--- config.mk ---
export PLATFORM = sky130hd
export DESIGN_NAME = ysyx_25040118_regdump_flat
export DESIGN_NICKNAME = d
export VERILOG_FILES = /design/src/rtl/ysyx_25040118_regdump_if.sv /design/src/rtl/ysyx_25040118_regdump.sv /design/src/flat_wrapper.sv
export SDC_FILE = /design/constraint.sdc
export NUM_CORES = 1
export LEC_CHECK = 0
export ABC_AREA = 1
export CORE_MARGIN = 4
export CORE_UTILIZATION = 44
export DETAILED_ROUTE_END_ITERATION = 8
export GPL_ROUTABILITY_DRIVEN = 0
export PLACE_DENSITY_LB_ADDON = 0.25
export SKIP_CTS_REPAIR_TIMING = 1
export SYNTH_ARGS = -nofsm -noshare
export SYNTH_HDL_FRONTEND = slang
export SYNTH_SLANG_ARGS = --single-unit
--- constraint.sdc ---
create_clock -name clk -period 2.6 [get_ports clk]
set_clock_uncertainty 0.05 [all_clocks]
set_input_delay 0.52 -clock clk [delete_from_list [all_inputs] [get_ports clk]]
set_output_delay 0.52 -clock clk [all_outputs]
set_load 0.005 [all_outputs]
--- src/rtl/ysyx_25040118_regdump_if.sv ---
`timescale 1ns/1ps
// Beat stream carrying one {idx,data} pair per architectural register.
// master: the dump engine; slave: sdb / difftest / trap-dump consumer.
interface ysyx_25040118_regdump_if #(
   parameter int XLEN = 32,
   parameter int IW   = 4
);
   logic            out_valid;
   logic            out_ready;
   logic [IW-1:0]   out_idx;
   logic [XLEN-1:0] out_data;
   logic            out_last;

   modport master (
      output out_valid,
      output out_idx,
      output out_data,
      output out_last,
      input  out_ready
   );

   modport slave (
      input  out_valid,
      input  out_idx,
      input  out_data,
      input  out_last,
      output out_ready
   );
endinterface

--- src/rtl/ysyx_25040118_regdump.sv ---
`timescale 1ns/1ps
// Register-file dump engine for the RV32E core.
// Walks x0..x(NREGS-1) through a spare combinational read port and emits one
// beat per register. The regfile write port is snooped so each register whose
// emitted value was overwritten before the walk ended is flagged in dirty.
//
//  state | meaning
//  ------+-------------------------------------------------------------
//  IDLE  | waiting for start; dirty from the previous dump is held
//  READ  | raddr=idx, capture rdata (x0 forced to zero) into the beat
//  HOLD  | beat valid; wait for handshake, then next reg or finish
//  DONE  | one-cycle done pulse, busy still high
module ysyx_25040118_regdump #(
   parameter int NREGS = 16,
   parameter int XLEN  = 32,
   parameter int AW    = 5
) (
   input  logic                    clk,
   input  logic                    rst,
   input  logic                    start,
   output logic                    busy,
   output logic [AW-1:0]           raddr,
   input  logic [XLEN-1:0]         rdata,
   input  logic                    wen,
   input  logic [AW-1:0]           waddr,
   ysyx_25040118_regdump_if.master ob,
   output logic                    done,
   output logic [NREGS-1:0]        dirty
);
   localparam int            IW       = 4;
   localparam logic [IW-1:0] LAST_IDX = IW'(NREGS - 1);

   typedef enum logic [1:0] {
      IDLE = 2'd0,
      READ = 2'd1,
      HOLD = 2'd2,
      DONE = 2'd3
   } state_t;

   state_t           state;
   logic [IW-1:0]    idx;
   logic [XLEN-1:0]  data_q;
   logic             valid_q;
   logic             busy_q;
   logic             done_q;
   logic [NREGS-1:0] dirty_q;
   logic [NREGS-1:0] dirty_set;
   logic             hs;

   assign hs = valid_q && ob.out_ready;

   // A snooped write marks a register stale only once its value has been
   // captured: indices below the cursor, or the cursor itself (a write in the
   // READ cycle lands after the capture edge, so the beat carries the old value).
   always_comb begin
      dirty_set = '0;
      if (wen && (waddr != '0) && (waddr < AW'(NREGS)) && (waddr <= AW'(idx)))
         dirty_set[waddr[IW-1:0]] = 1'b1;
   end

   // Dump sequencer: state, cursor, captured beat and all registered outputs.
   always_ff @(posedge clk or posedge rst) begin
      if (rst) begin
         state   <= IDLE;
         idx     <= '0;
         data_q  <= '0;
         valid_q <= 1'b0;
         busy_q  <= 1'b0;
         done_q  <= 1'b0;
         dirty_q <= '0;
      end else begin
         case (state)
            IDLE: begin
               if (start) begin
                  state   <= READ;
                  idx     <= '0;
                  dirty_q <= '0;
                  busy_q  <= 1'b1;
               end
            end
            READ: begin
               data_q  <= (idx == '0) ? '0 : rdata;
               valid_q <= 1'b1;
               dirty_q <= dirty_q | dirty_set;
               state   <= HOLD;
            end
            HOLD: begin
               dirty_q <= dirty_q | dirty_set;
               if (hs) begin
                  valid_q <= 1'b0;
                  if (idx == LAST_IDX) begin
                     state  <= DONE;
                     done_q <= 1'b1;
                  end else begin
                     state <= READ;
                     idx   <= idx + 1'b1;
                  end
               end
            end
            DONE: begin
               done_q <= 1'b0;
               busy_q <= 1'b0;
               state  <= IDLE;
            end
            default: state <= IDLE;
         endcase
      end
   end

   // The read port only carries the cursor while a walk is in flight.
   assign raddr = ((state == READ) || (state == HOLD)) ? AW'(idx) : '0;

   assign ob.out_valid = valid_q;
   assign ob.out_idx   = idx;
   assign ob.out_data  = data_q;
   assign ob.out_last  = valid_q && (idx == LAST_IDX);

   assign busy  = busy_q;
   assign done  = done_q;
   assign dirty = dirty_q;
endmodule

--- src/flat_wrapper.sv ---
// flat-port wrapper written by rule: the top's interface ports become plain ports
module ysyx_25040118_regdump_flat 
#(
   parameter int NREGS = 16,
   parameter int XLEN  = 32,
   parameter int AW    = 5
)
  (clk, rst, start, busy, raddr, rdata, wen, waddr, done, dirty, ob_out_valid, ob_out_idx, ob_out_data, ob_out_last, ob_out_ready);
  ysyx_25040118_regdump_if #(.XLEN(XLEN), .IW(4)) ob_i ();
  input  logic clk;
  input  logic rst;
  input  logic start;
  output logic busy;
  output logic [AW-1:0] raddr;
  input  logic [XLEN-1:0] rdata;
  input  logic wen;
  input  logic [AW-1:0] waddr;
  output logic done;
  output logic [NREGS-1:0] dirty;
  output wire logic [$bits(ob_i.out_valid)-1:0] ob_out_valid;
  output wire logic [$bits(ob_i.out_idx)-1:0] ob_out_idx;
  output wire logic [$bits(ob_i.out_data)-1:0] ob_out_data;
  output wire logic [$bits(ob_i.out_last)-1:0] ob_out_last;
  input wire logic [$bits(ob_i.out_ready)-1:0] ob_out_ready;
  assign ob_out_valid = ob_i.out_valid;
  assign ob_out_idx = ob_i.out_idx;
  assign ob_out_data = ob_i.out_data;
  assign ob_out_last = ob_i.out_last;
  assign ob_i.out_ready = ob_out_ready;
  ysyx_25040118_regdump #(.NREGS(NREGS), .XLEN(XLEN), .AW(AW)) u_core (.clk(clk), .rst(rst), .start(start), .busy(busy), .raddr(raddr), .rdata(rdata), .wen(wen), .waddr(waddr), .ob(ob_i), .done(done), .dirty(dirty));
endmodule
Yosys cells after proc, flatten, opt, wreduce, memory -nomap -nowiden
Cells that the tools add are included.
Operators by class
  add/subtract/negate cells: 1
  $lt $le $gt $ge: 4
  eq/ne operators: 8
  mux-type cells: 22
  bitwise operators: 1
  reductions and logical operators: 22
Operators with widths (number)
  $mux 16: 2
  $mux 32: 1
  $pmux 16 s2: 1
  $mux 4: 4
  $or 16x16->16: 1
  $reduce_bool 2->1: 5
  $pmux 2 s4: 1
  $pmux 4 s2: 1
  $reduce_and 2->1: 4
  $logic_and 1x1->1: 6
  $mux 2: 3
  $pmux 1 s2: 3
  $le 5x4->1: 1
  $lt 4x5->1 const B: 1
  $lt 5x5->1 const B: 1
  $mux 1: 5
  $reduce_bool 5->1: 1
  $add 4x1->4 const B: 1
  $demux 1 s4: 1
  $eq 2x2->1 const B: 2
  $eq 4x4->1 const B: 1
  $ge 4x1->1 const B: 1
  $logic_not 4->1: 1
  $ne 2x1->1 const B: 2
  7 further kinds: 8
Storage, ports and cells
  register bits after elaboration: 57
  input port bits: 42
  output and inout port bits: 61

Logic depth before layout (Yosys ltp)
  word-level depth: 7
  gate-level depth with buffers: 10
  depth with buffers taken out: 10

Worst setup path after synthesis
OpenSTA, ideal clock, no wires.
  kind: input to register
  start: input waddr[3]
  end: register u_core.dirty_q[10], in the netlist u_core.dirty[10]
  setup time: 0.137 ns
  data arrival time: 1.451 ns
  required time: 2.413 ns
  slack: 0.962 ns
  cell stages on the path: 9
  path buffers: 1
  cell sequence: ha_1 -> inv_1 -> nor2_1 -> nand3_1 -> nand3_1 -> nand2_1 -> buf_4 -> nand3_1 -> a21oi_1
Between the ends
  word-level cells in the longest chain between the ends: 7
RTL lines
  start: declaration: line flat_wrapper.sv:17  | input logic [AW-1:0] waddr;
  $lt 4x5->1 (not written as such), or another cell as far along: line ysyx_25040118_regdump.sv:58  | dirty_set[waddr[IW-1:0]] = 1'b1;
  $logic_and 1x1->1, on equally long branches: line ysyx_25040118_regdump.sv:58, ysyx_25040118_regdump.sv:57
  $mux 1 (not written as such) or $logic_and 1x1->1 (tied branches): line ysyx_25040118_regdump.sv:58, ysyx_25040118_regdump.sv:57
  $demux 1 s4 or $logic_and 1x1->1 (tied branches)
  $mux 16 (*): line ysyx_25040118_regdump.sv:57  | if (wen && (waddr != '0) && (waddr < AW'(NREGS)) && (waddr <= AW'(idx)))
  $or 16x16->16 (*): line ysyx_25040118_regdump.sv:84, ysyx_25040118_regdump.sv:88
  $pmux 16 s2 (*): line ysyx_25040118_regdump.sv:72  | case (state)
  end signal: assignment: line ysyx_25040118_regdump.sv:84  | dirty_q <= dirty_q | dirty_set;
  end signal: assignment: line ysyx_25040118_regdump.sv:88  | dirty_q <= dirty_q | dirty_set;
  end: declaration: line ysyx_25040118_regdump.sv:46  | logic [NREGS-1:0] dirty_q;
Every way passes the cells marked *; elsewhere a longest branch is shown, timed or not.
A chain may end at the register's enable or synchronous reset.

Worst setup path in the final report
  start: register u_core.state[0]
  end: output raddr[3]
Between the ends
  word-level cells in the longest chain between the ends: 3
RTL lines
  start: declaration: line ysyx_25040118_regdump.sv:40  | state_t state;
  start signal: assignment: line ysyx_25040118_regdump.sv:64  | state <= IDLE;
  start signal: assignment: line ysyx_25040118_regdump.sv:75  | state <= READ;
  start signal: assignment: line ysyx_25040118_regdump.sv:85  | state <= HOLD;
  $eq 2x1->1 or $eq 2x2->1 (tied branches): line ysyx_25040118_regdump.sv:111  | assign raddr = ((state == READ) || (state == HOLD)) ? AW'(idx) : '0;
  $logic_or 1x1->1 (*): line ysyx_25040118_regdump.sv:111
  $mux 4 (*): line ysyx_25040118_regdump.sv:111
  end: declaration: line flat_wrapper.sv:14  | output logic [AW-1:0] raddr;
Marked as above.

==> impl_metrics.ini <==
[placement]
place_hpwl_um = 4990
numPortBuffers = 101
place_ws_ps = 213.5

[logic_synthesis]
yosys-top-cells-count = inv_1, nand3_1, dfrtp_1
synth_top_area_cell = dfrtp_1
synthCells = 331
ys_types = 23
synth.avg_cell_area_um2 = 8.365
synth_edf_count = 0
ys.flop_type = dfrtp_1
netlist_area_um2 = 2769
synth.area.top_cells = dfrtp_1, nand3_1, inv_1
synth_seq_cells = 57
syn_nets = 383
yosysSeqAreaShare_pct = 51.51
synth_warnings = 0
async_flop_share_pct = 100.0
synth_top_area_share_pct = 51.51
synth.most_common_cell = inv_1

[setup_path]
cp-endpoint = raddr[3]
cpLargestDelayFamily = buffers and inverters
reg2reg_from = u_core.ob.out_idx[2]
cp.depth = 5
max_stage_delay_ps = 500
reg2reg_slack_ps = 620
worst_setup_path_end_kind = output pin
path_cells = inv_1 > ha_1 > nand2_1 > inv_1 > clkdlybuf4s50_1
crit_top_cell = inv_1
rr_worst_depth = 9
critPathLaunchType = flip-flop
r2r_end = u_core.dirty[1]
cp_slowest_cell = clkdlybuf4s50_1
critPathKind = flip-flop to output pin
critPathLaunch = u_core.state[0]
required_ps = 2030
cp_num_buf_inv = 3
worstPathMaxFanout = 6
cp.arrival_ps = 1860

[clock_tree]
htreeDepth = 3
cts_sinks = 57
clock_latency_ps = 330
root_buffer = clkbuf_8
cts_buffers = 9
cts_tree = built
clk_path_buf_depth = 2
path_clk_slew_ps = 60

[drt]
routed_via_density = 4.842
firstDrtPassIters = 4
drc = 0
drtAntennaViolNets = 0
via_count = 2484
wl_per_cell_um = 13.39
drt-initial-drc-count = 103
wirelength_um = 6868

[run]
drv_cap = 0

[floorplan]
row_count = 28
pin_count = 103
die_x_um = 87.33
core_um2 = 6026
initial_core_util_pct = 45.95
fp.dieArea_um2 = 7627
die_h_um = 87.33

[timing]
fin_crit_sh_pct = 93.38
slew_viol_final = 0
clock.fmax_mhz = 411.9
holdWs_ps = 447.8
rsz0062_at_grt = no
finalSetupTns_ps = 0
min_period_ps = 2428
slew-limit-headroom_pct = 63.78
setup_violations = 0
finalHoldViolations = 0
layout_setup_ws_ps = 172.2
tightest_slew_ps = 541.6

[worst_hold_path]
hp-class = input port to async pin

[finish]
final_util_pct = 67.30
insertedDiodeCount = 0
nets = 486
syn_to_final_growth_pct = 46.45
drive_gt1_share_pct = 7.306

[global_route]
grt_pass1_wl_um = 11030
grt_start_max_net_pins = 65
grt_usage_pct = 18.57
grt_remaining_overflow = 0
grt_pass1_vias = 2342
antenna_found_initial = 0

[power_and_ir_drop]
p_leak_nw = 1.812
ir_drop_mv = 0.4869
cellPowerDensity_nw_per_um2 = 997.4

[run_status]
status = finished, final reports clean
-- per-layer routing --
layer	GRT usage, %	part of all wire, %	vias to the layer above
met3	5.676	7.4	12
li1	-	-	1244
met5	0	0	-
met4	7.252	1.8	0
met1	25.35	46	1127
met2	27.60	45	101
-- sequential cells by signal, summed over array words and instances (netlist names) --
| signal | flops |
|---|---|
| u_core.ob.out_data | 32 |
| u_core.dirty | 16 |
| u_core.ob.out_idx | 4 |
| u_core.state | 2 |
| u_core.busy | 1 |
| u_core.done | 1 |
| u_core.ob.out_valid | 1 |
-- cell families (layout without fill, tap and decap cells) --
family | count (synthesis) | in the layout | share of synthesized area, %
xor+xnor | 2 | 2 | 0.6327
simple gates | 110 | 110 | 18.53
flops | 57 | 57 | 51.51
other cells | 1 | 1 | 0.1354
fa+ha+maj | 10 | 10 | 4.519
compound gates | 60 | 60 | 11.61
buf+inv | 91 | 198 | 13.06
-- metrics by stage --
| step | total power, W | cell area (µm²) | instances |
|---|---|---|---|
| floorplan | 0.002246 | 2769 | 331 |
| global placement | 0.003137 | 3841 | 498 |
| detailed placement | 0.003192 | 3841 | 498 |
| CTS | 0.004089 | 4055 | 513 |
| global route | 0.004367 | 4055 | 513 |
| finish | 0.004044 | 4055 | 513 |
-- cell type report --
type / count / area [µm²]
clock inverter: 2 / 35.03
clock buffer: 13 / 178.9
tap: 75 / 93.84
sequential: 57 / 1426
fill: 516 / 1971
timing repair buffer: 106 / 1049
multi-input combinational: 183 / 983.4
inverter: 77 / 289.0
-- placed cells by master, fill, tap and decap left out --
| cell | instances |
|---|---|
| clkdlybuf4s50_1 | 101 |
| inv_1 | 74 |
| nand3_1 | 60 |
| dfrtp_1 | 57 |
| o21ai_0 | 41 |
| nand2_1 | 23 |
| nor2_1 | 23 |
| clkbuf_8 | 13 |
| a21oi_1 | 12 |
| ha_1 | 9 |
| buf_4 | 5 |
| inv_2 | 3 |
| a21oi_2 | 3 |
| o21ai_2 | 2 |
| xor2_1 | 2 |
| a31oi_1 | 2 |
| nand2_4 | 1 |
| nor2_2 | 1 |
| nor3_4 | 1 |
| or2_1 | 1 |
| ha_2 | 1 |
| conb_1 | 1 |
| bufinv_16 | 1 |
| clkinv_2 | 1 |
-- power by group --
group	switching (W)	internal, W	total (W)
Combinational	0.000904	0.000863	0.00177
Clock	0.000338	0.000540	0.000878
Sequential	0.000188	0.00121	0.00140
-- how the worst min path moves through the flow --
stage                         start                   to  cells past startpoint
global placement    u_core.dirty[0]      u_core.dirty[0]                      2
floorplan               u_core.busy          u_core.busy                      2
finish                          rst          u_core.done                      2
global route                    rst  u_core.ob.out_valid                      2
CTS                 u_core.dirty[0]      u_core.dirty[0]                      2
detailed placement  u_core.dirty[0]      u_core.dirty[0]                      2
No activity file was read; power rests on OpenSTA's default activity.
